===== src/rtl/mvm_arbiter.sv =====
`default_nettype none
// ============================================================================
// mvm_arbiter : round-robin share of one mvm unit between forward (0) and
//               backprop (1) requesters, one job at a time.
// Revision    : 1.0
// ============================================================================
module mvm_arbiter #(
    parameter int MATRIX_WIDTH      = 4,
    parameter int MATRIX_HEIGHT     = 5,
    parameter int VECTOR_CELL_WIDTH = 8,
    parameter int MATRIX_CELL_WIDTH = 8,
    parameter int RESULT_CELL_WIDTH = 8,
    parameter int TIMEOUT           = 255,
    localparam int VW = MATRIX_HEIGHT * VECTOR_CELL_WIDTH,
    localparam int MW = MATRIX_WIDTH * MATRIX_HEIGHT * MATRIX_CELL_WIDTH,
    localparam int RW = MATRIX_WIDTH * RESULT_CELL_WIDTH
) (
    input  logic          clk,
    input  logic          rst,
    input  logic [VW-1:0] req0_vector,
    input  logic [MW-1:0] req0_matrix,
    input  logic          req0_valid,
    output logic          req0_ready,
    output logic [RW-1:0] req0_result,
    output logic          req0_result_valid,
    input  logic          req0_result_ready,
    output logic          req0_error,
    input  logic [VW-1:0] req1_vector,
    input  logic [MW-1:0] req1_matrix,
    input  logic          req1_valid,
    output logic          req1_ready,
    output logic [RW-1:0] req1_result,
    output logic          req1_result_valid,
    input  logic          req1_result_ready,
    output logic          req1_error,
    output logic [VW-1:0] mvm_vector,
    output logic          mvm_vector_valid,
    input  logic          mvm_vector_ready,
    output logic [MW-1:0] mvm_matrix,
    output logic          mvm_matrix_valid,
    input  logic          mvm_matrix_ready,
    input  logic [RW-1:0] mvm_result,
    input  logic          mvm_result_valid,
    output logic          mvm_result_ready,
    input  logic          mvm_error,
    output logic          grant,
    output logic          busy,
    output logic          timeout
);

    localparam int CW = $clog2(TIMEOUT) + 1;

    typedef enum logic [1:0] {
        S_IDLE   = 2'd0,
        S_ISSUE  = 2'd1,
        S_WAIT   = 2'd2,
        S_RETURN = 2'd3
    } state_t;

    state_t        state_q, state_d;
    logic [VW-1:0] vec_q, vec_d;
    logic [MW-1:0] mat_q, mat_d;
    logic [RW-1:0] res_q, res_d;
    logic [CW-1:0] cnt_q, cnt_d;
    logic          err_q, err_d;
    logic          vdone_q, vdone_d;
    logic          mdone_q, mdone_d;
    logic          grant_q, grant_d;
    logic          last_q, last_d;
    logic          tout_q, tout_d;
    logic          sel;

    always_ff @(posedge clk or negedge rst) begin
        if (!rst) begin
            state_q <= S_IDLE;
            vec_q   <= '0;
            mat_q   <= '0;
            res_q   <= '0;
            cnt_q   <= '0;
            err_q   <= 1'b0;
            vdone_q <= 1'b0;
            mdone_q <= 1'b0;
            grant_q <= 1'b0;
            last_q  <= 1'b1;
            tout_q  <= 1'b0;
        end else begin
            state_q <= state_d;
            vec_q   <= vec_d;
            mat_q   <= mat_d;
            res_q   <= res_d;
            cnt_q   <= cnt_d;
            err_q   <= err_d;
            vdone_q <= vdone_d;
            mdone_q <= mdone_d;
            grant_q <= grant_d;
            last_q  <= last_d;
            tout_q  <= tout_d;
        end
    end

    always_comb begin
        state_d           = state_q;
        vec_d             = vec_q;
        mat_d             = mat_q;
        res_d             = res_q;
        cnt_d             = cnt_q;
        err_d             = err_q;
        vdone_d           = vdone_q;
        mdone_d           = mdone_q;
        grant_d           = grant_q;
        last_d            = last_q;
        tout_d            = tout_q;
        req0_ready        = 1'b0;
        req1_ready        = 1'b0;
        mvm_vector_valid  = 1'b0;
        mvm_matrix_valid  = 1'b0;
        mvm_result_ready  = 1'b0;
        req0_result_valid = 1'b0;
        req1_result_valid = 1'b0;
        // Contention goes to whoever was not served last; a lone request wins outright.
        sel = (req0_valid && req1_valid) ? ~last_q : req1_valid;

        case (state_q)
            S_IDLE: begin
                if (req0_valid || req1_valid) begin
                    req0_ready = ~sel;
                    req1_ready = sel;
                    vec_d      = sel ? req1_vector : req0_vector;
                    mat_d      = sel ? req1_matrix : req0_matrix;
                    grant_d    = sel;
                    vdone_d    = 1'b0;
                    mdone_d    = 1'b0;
                    state_d    = S_ISSUE;
                end
            end
            S_ISSUE: begin
                mvm_vector_valid = ~vdone_q;
                mvm_matrix_valid = ~mdone_q;
                if (mvm_vector_valid && mvm_vector_ready) vdone_d = 1'b1;
                if (mvm_matrix_valid && mvm_matrix_ready) mdone_d = 1'b1;
                if (vdone_d && mdone_d) begin
                    cnt_d   = '0;
                    state_d = S_WAIT;
                end
            end
            S_WAIT: begin
                mvm_result_ready = 1'b1;
                if (mvm_result_valid) begin
                    res_d   = mvm_result;
                    err_d   = mvm_error;
                    state_d = S_RETURN;
                end else if (cnt_q != CW'(TIMEOUT)) begin
                    // The watchdog only flags; the job stays parked in WAIT.
                    cnt_d = cnt_q + 1'b1;
                    if (cnt_d == CW'(TIMEOUT)) tout_d = 1'b1;
                end
            end
            S_RETURN: begin
                req0_result_valid = ~grant_q;
                req1_result_valid = grant_q;
                if (grant_q ? req1_result_ready : req0_result_ready) begin
                    last_d  = grant_q;
                    state_d = S_IDLE;
                end
            end
            default: state_d = S_IDLE;
        endcase
    end

    assign mvm_vector  = vec_q;
    assign mvm_matrix  = mat_q;
    assign req0_result = grant_q ? '0 : res_q;
    assign req1_result = grant_q ? res_q : '0;
    assign req0_error  = req0_result_valid & err_q;
    assign req1_error  = req1_result_valid & err_q;
    assign grant       = grant_q;
    assign busy        = (state_q != S_IDLE);
    assign timeout     = tout_q;

endmodule
`default_nettype wire


===== config.mk =====
export PLATFORM = sky130hd
export DESIGN_NAME = mvm_arbiter
export DESIGN_NICKNAME = d
export VERILOG_FILES = /design/src/rtl/mvm_arbiter.sv
export SDC_FILE = /design/constraint.sdc
export NUM_CORES = 1
export LEC_CHECK = 0
export ABC_AREA = 1
export CAP_MARGIN = 10
export CORE_AREA = 5 5 278 280
export DETAILED_ROUTE_END_ITERATION = 12
export DIE_AREA = 0 0 283 285
export DONT_BUFFER_PORTS = 1
export PLACE_DENSITY = 0.36
export SLEW_MARGIN = 0
export SYNTH_ARGS = -nofsm -noshare
export SYNTH_HDL_FRONTEND = slang
export SYNTH_SLANG_ARGS = --single-unit

===== constraint.sdc =====
create_clock -name clk -period 2 [get_ports clk]
set_clock_uncertainty 0.2 [all_clocks]
set_input_delay 0.1 -clock clk [delete_from_list [all_inputs] [get_ports clk]]
set_output_delay 0.1 -clock clk [all_outputs]
set_load 0.1 [all_outputs]

==> results of run 1 <==
synthesized netlist by cell type, drive strengths merged:
library cell	n
a21oi	35
buf	59
clkbuf	26
dfrtp	248
dfstp	1
ha	7
inv	89
nand2	585
nand3	163
nand3b	1
nand4	1
nor2	129
nor3	2
o21ai	105
o21bai	1
or2	1
xor2	1
stage by stage:
step / util (%) / hold WS (ns) / setup TNS (ns)
detailed placement: 21.8 / -0.386 / -8.27
global placement: 21.8 / -0.387 / -5.52
floorplan: - / -0.396 / -40.91
logic make-up after synthesis:
kind of cell             count (synthesis)  share of synthesized area (%)
AND/OR/NAND/NOR                        882                           31.0
XOR/XNOR                                 1                         0.0768
adder cells (fa/ha/maj)                  7                          0.768
AO/OA/AOI/OAI                          141                           6.21
buffers and inverters                  174                           7.34
flip-flops                             249                           54.6
==> results by group, run 1 <==
CTS
  – Clock Path Buffers: 3
  – Htree depth: 1
  – Post-CTS Hold Buffers: 560
  – CTS buffer count: 31
  – Post-CTS Resized: 194
  – Postcts setup bufs: 31
  – Clock tree sinks: 249
  – Root buf cell: clkbuf_16

Synth
  – Top-area cell type share of the netlist area: 54.4%
  – Warnings, synthesis: 0
  – Register bit count reported by yosys: 249
  – Ranking of synthesized cells by area: dfrtp_1, nand2_1, nand3_1
  – Mapped Area: 11400 um2
  – Library cells used by synthesis: 23
  – Cell count after synthesis: 1454
  – Mean area per synthesized cell: 7.84 um2
  – Seq/Total Area, Yosys: 54.6%
  – Synth area leader: dfrtp_1
  – Syn_nets: 1903

Placed design
  – GP Congestion: 0.842
  – Detailed Place HPWL: 36700 um
  – Count of port buffers added during placement: 0
  – Cells after DPL: 2685
  – Placed cell areas: 16200 um2
  – Pre-CTS WS: -0.150 ns

Floorplan
  – IO Count: 718
  – Site Rows: 100
  – Starting Density: 15.4%
  – Die Span Y: 285 um
  – Die width: 283 um

Run status
  – Status: stopped before the end
  – Exit stage: clock tree synthesis
  – Run Error: [ERROR RSZ-0060] Max buffer count reached.
==> inputs of run 2 (changes only) <==
--- a/config.mk
+++ b/config.mk
@@ -7,11 +7,11 @@
 export LEC_CHECK = 0
 export ABC_AREA = 1
 export CAP_MARGIN = 10
-export CORE_AREA = 5 5 278 280
+export CORE_AREA = 5 5 277 279
 export DETAILED_ROUTE_END_ITERATION = 12
-export DIE_AREA = 0 0 283 285
+export DIE_AREA = 0 0 282 284
 export DONT_BUFFER_PORTS = 1
-export PLACE_DENSITY = 0.36
+export PLACE_DENSITY_LB_ADDON = 0.15
 export SLEW_MARGIN = 0
 export SYNTH_ARGS = -nofsm -noshare
 export SYNTH_HDL_FRONTEND = slang
==> constraint.sdc (replaced) <==
create_clock -name clk -period 2.6 [get_ports clk]
set_clock_uncertainty 0.2 [all_clocks]
set_input_delay 0.13 -clock clk [delete_from_list [all_inputs] [get_ports clk]]
set_output_delay 0.13 -clock clk [all_outputs]
set_load 0.1 [all_outputs]
==> run 2 against run 1 <==
The flow now finishes, with violations (negative hold slack). Area after synthesis unchanged. Synthesized cell count unchanged.
==> results by group, run 2 <==
Synth
  – Register bit count reported by yosys: 249 (unchanged)
  – Number of synthesized flops with an enable pin: 0 (unchanged)
  – Mean area per synthesized cell: 7.84 um2 (unchanged)
  – Most frequent cell after synthesis: nand2_1
  – Synth cell count leaders: nand2_1, dfrtp_1, nand3_1
  – Warnings, synthesis: 0 (unchanged)
  – Ranking of synthesized cells by area: dfrtp_1, nand2_1, nand3_1
  – Async set-or-reset flop fraction in the synthesized netlist: 100% (unchanged)
  – Library cells used by synthesis: 23 (unchanged)
  – Cell count after synthesis: 1454 (unchanged)
  – Post-synth top flop: dfrtp_1
  – Seq/Total Area, Yosys: 54.6% (unchanged)
  – Synth area leader: dfrtp_1
  – Top-area cell type share of the netlist area: 54.4% (unchanged)
  – Mapped Area: 11400 um2 (unchanged)
  – Syn_nets: 1903 (unchanged)

Critical path
  – CP Capture Type: primary output
  – CP Data Arrival Time: 2.09 ns
  – R2R Setup Slk: 0.18 ns
  – Worst Reg2Reg Path Length in Cells: 7
  – CP Class: reg2out
  – Most used cell, CP: buf_16
  – CP required: 2.27 ns
  – CP startpoint: state_q[0]
  – Ordered list of cells on the worst path: inv_1, ha_2, inv_2, nor2_4, nand2_1, bufinv_16, buf_16, buf_16
  – Critical Path Max Stage Delay: 0.41 ns
  – Crit Reg-Reg Startpoint: state_q[0]
  – CP max stage cell: dfrtp_1
  – CP Launch Type: flop
  – Crit Path Max Fanout: 15

Timing
  – RSZ-0062 raised after global routing: false
  – Final hold slack: -0.890 ns
  – Final Setup Violations: 0
  – Rel. slew slack: 5.21%
  – Setup ws final: 0.180 ns
  – Tmin final: 2.42 ns
  – Fin. Hold Viols: 249
  – Final Cycle Share: 93.1%
  – Fmax: 0.413 GHz
  – Pins Over Slew Limit: 0
  – Worst-margin pin slew: 1.42 ns

Placed design
  – GP Congestion: 0.810 (-3.8%)
  – Detailed Place HPWL: 39700 um (+8.1%)
  – Pre-CTS WS: 0.332 ns (+0.482 ns)
  – Count of port buffers added during placement: 0 (unchanged)

Cells and area
  – Layout fillers: 7827
  – Most common cell after layout, fill and taps aside: nand2_1
  – Synth-to-layout area growth: 84.1%
  – Max FFs per register: 160
  – Final Core Density: 28.4%
  – Commonest non-fill, non-tap cells in the layout: nand2_1, dlygate4sd3_1, buf_4, dfrtp_1, nand3_1
  – Fraction of layout cells with a size suffix above 1: 18.4%
  – Final net count: 2663

GRT
  – Global-route wire length before repair: 82800 um
  – Gr usage total: 13.3%
  – Initial antenna violation count: 6
  – Largest net degree at the start of global routing: 250
  – Total gr overflow: 0
  – Number of global-route vias before repair: 13770

Floorplan
  – Die Span Y: 284 um (-0.35%)
  – IO Count: 718 (unchanged)
  – Die area: 80100 um2
  – Starting Density: 15.4% (+0.052 points)
  – Site Rows: 100 (unchanged)
  – Die width: 282 um (-0.35%)
  – Core ar.: 73900 um2

CTS
  – Htree depth: 2 (+1)
  – Clock transition at path regs: 0.06 ns
  – Clock tree sinks: 249 (unchanged)
  – Clock Latency Late Sink: 0.52 ns
  – Post-CTS Hold Buffers: 498 (-11%)
  – Clock Path Buffers: 3 (unchanged)
  – CTS buffer count: 34 (+9.7%)
  – TritonCTS clock tree: built
  – Root buf cell: clkbuf_16

Run
  – Max Cap Viol: 0

Run status
  – Failing checks: negative hold slack
  – Status: finished with violations

Drt
  – Number of vias in the routed layout: 12872
  – Antenna-violating nets left: 0
  – Remaining DRCs: 0
  – Routed wire length per instance: 17.9 um
  – Vias per cell: 4.02
  – Initial DRC Count: 615
  – Initial DRT Pass Iterations: 5
  – Drt total wl: 57300 um

Min path
  – Hold Path Class: in2async
run 2: per-stage QoR:
step                      hold WS [ns]  area, um2  TNS (ns)  std cells
after global routing            -0.937      21000         0       3203
after CTS                       -0.940      20900         0       3200
final                           -0.890      21000         0       3205
after global placement          -0.355      14700         0       2642
after detailed placement        -0.355      14700         0       2642
after floorplan                 -0.366      11400    -11.24       1454
run 2: kinds of logic after synthesis:
logic type | after synthesis | share of synthesized area [%]
XOR/XNOR | 1 | 0.0768
adder cells (fa/ha/maj) | 7 | 0.768
flip-flops | 249 | 54.6
AND/OR/NAND/NOR | 882 | 31.0
buffers and inverters | 174 | 7.34
AO/OA/AOI/OAI | 141 | 6.21
run 2: area by class of cell:
cell class,count,area (um2),area share (%)
Timing Repair Buffer,809,7580,36.1
Sequential cell,249,6240,29.7
Multi-Input combinational cell,1031,4450,21.2
Tap cell,969,1210,5.77
Clock buffer,49,1030,4.91
Inverter,89,394,1.88
Clock inverter,7,85.1,0.405
Antenna cell,2,5.00,0.0238
run 2: path summary, 6_finish.rpt:
check                            endpoint
hold reg to reg            mvm_matrix[51]
min in group clk            mvm_vector[8]
setup reg to reg                res_q[26]
hold / removal             mvm_vector[33]
max in group asynchronous  mvm_vector[36]
setup / recovery               req0_ready
run 2: metal layers:
metal,track usage (%),part of all wire (%),vias up
met4,4.83,3.6,2
met5,0,0.023,-
met2,23.3,49,606
li1,-,-,6077
met3,4.16,8.5,127
met1,15.1,39,6060
run 2: worst max-delay path, delay by kind of cell, from the launching register on:
family / cells / cell delay, ns
AND/OR/NAND/NOR: 2 / 0.23
adder cells (fa/ha/maj): 1 / 0.21
flip-flops: 1 / 0.41
buffers and inverters: 5 / 0.70
run 2: repair_timing:
action / CTS / global route
hold endpoints to repair: 494 / 249
pin swaps: 0 / 1
buffers inserted: 2 / 2
setup endpoints to repair: 2 / 6
gates resized for setup: 5 / 9
cloned: 2 / 2
Power of run 2 is left out: the tool's default activity adds up to more than one toggle a clock period on the data nets, which glitch-free logic cannot reach.
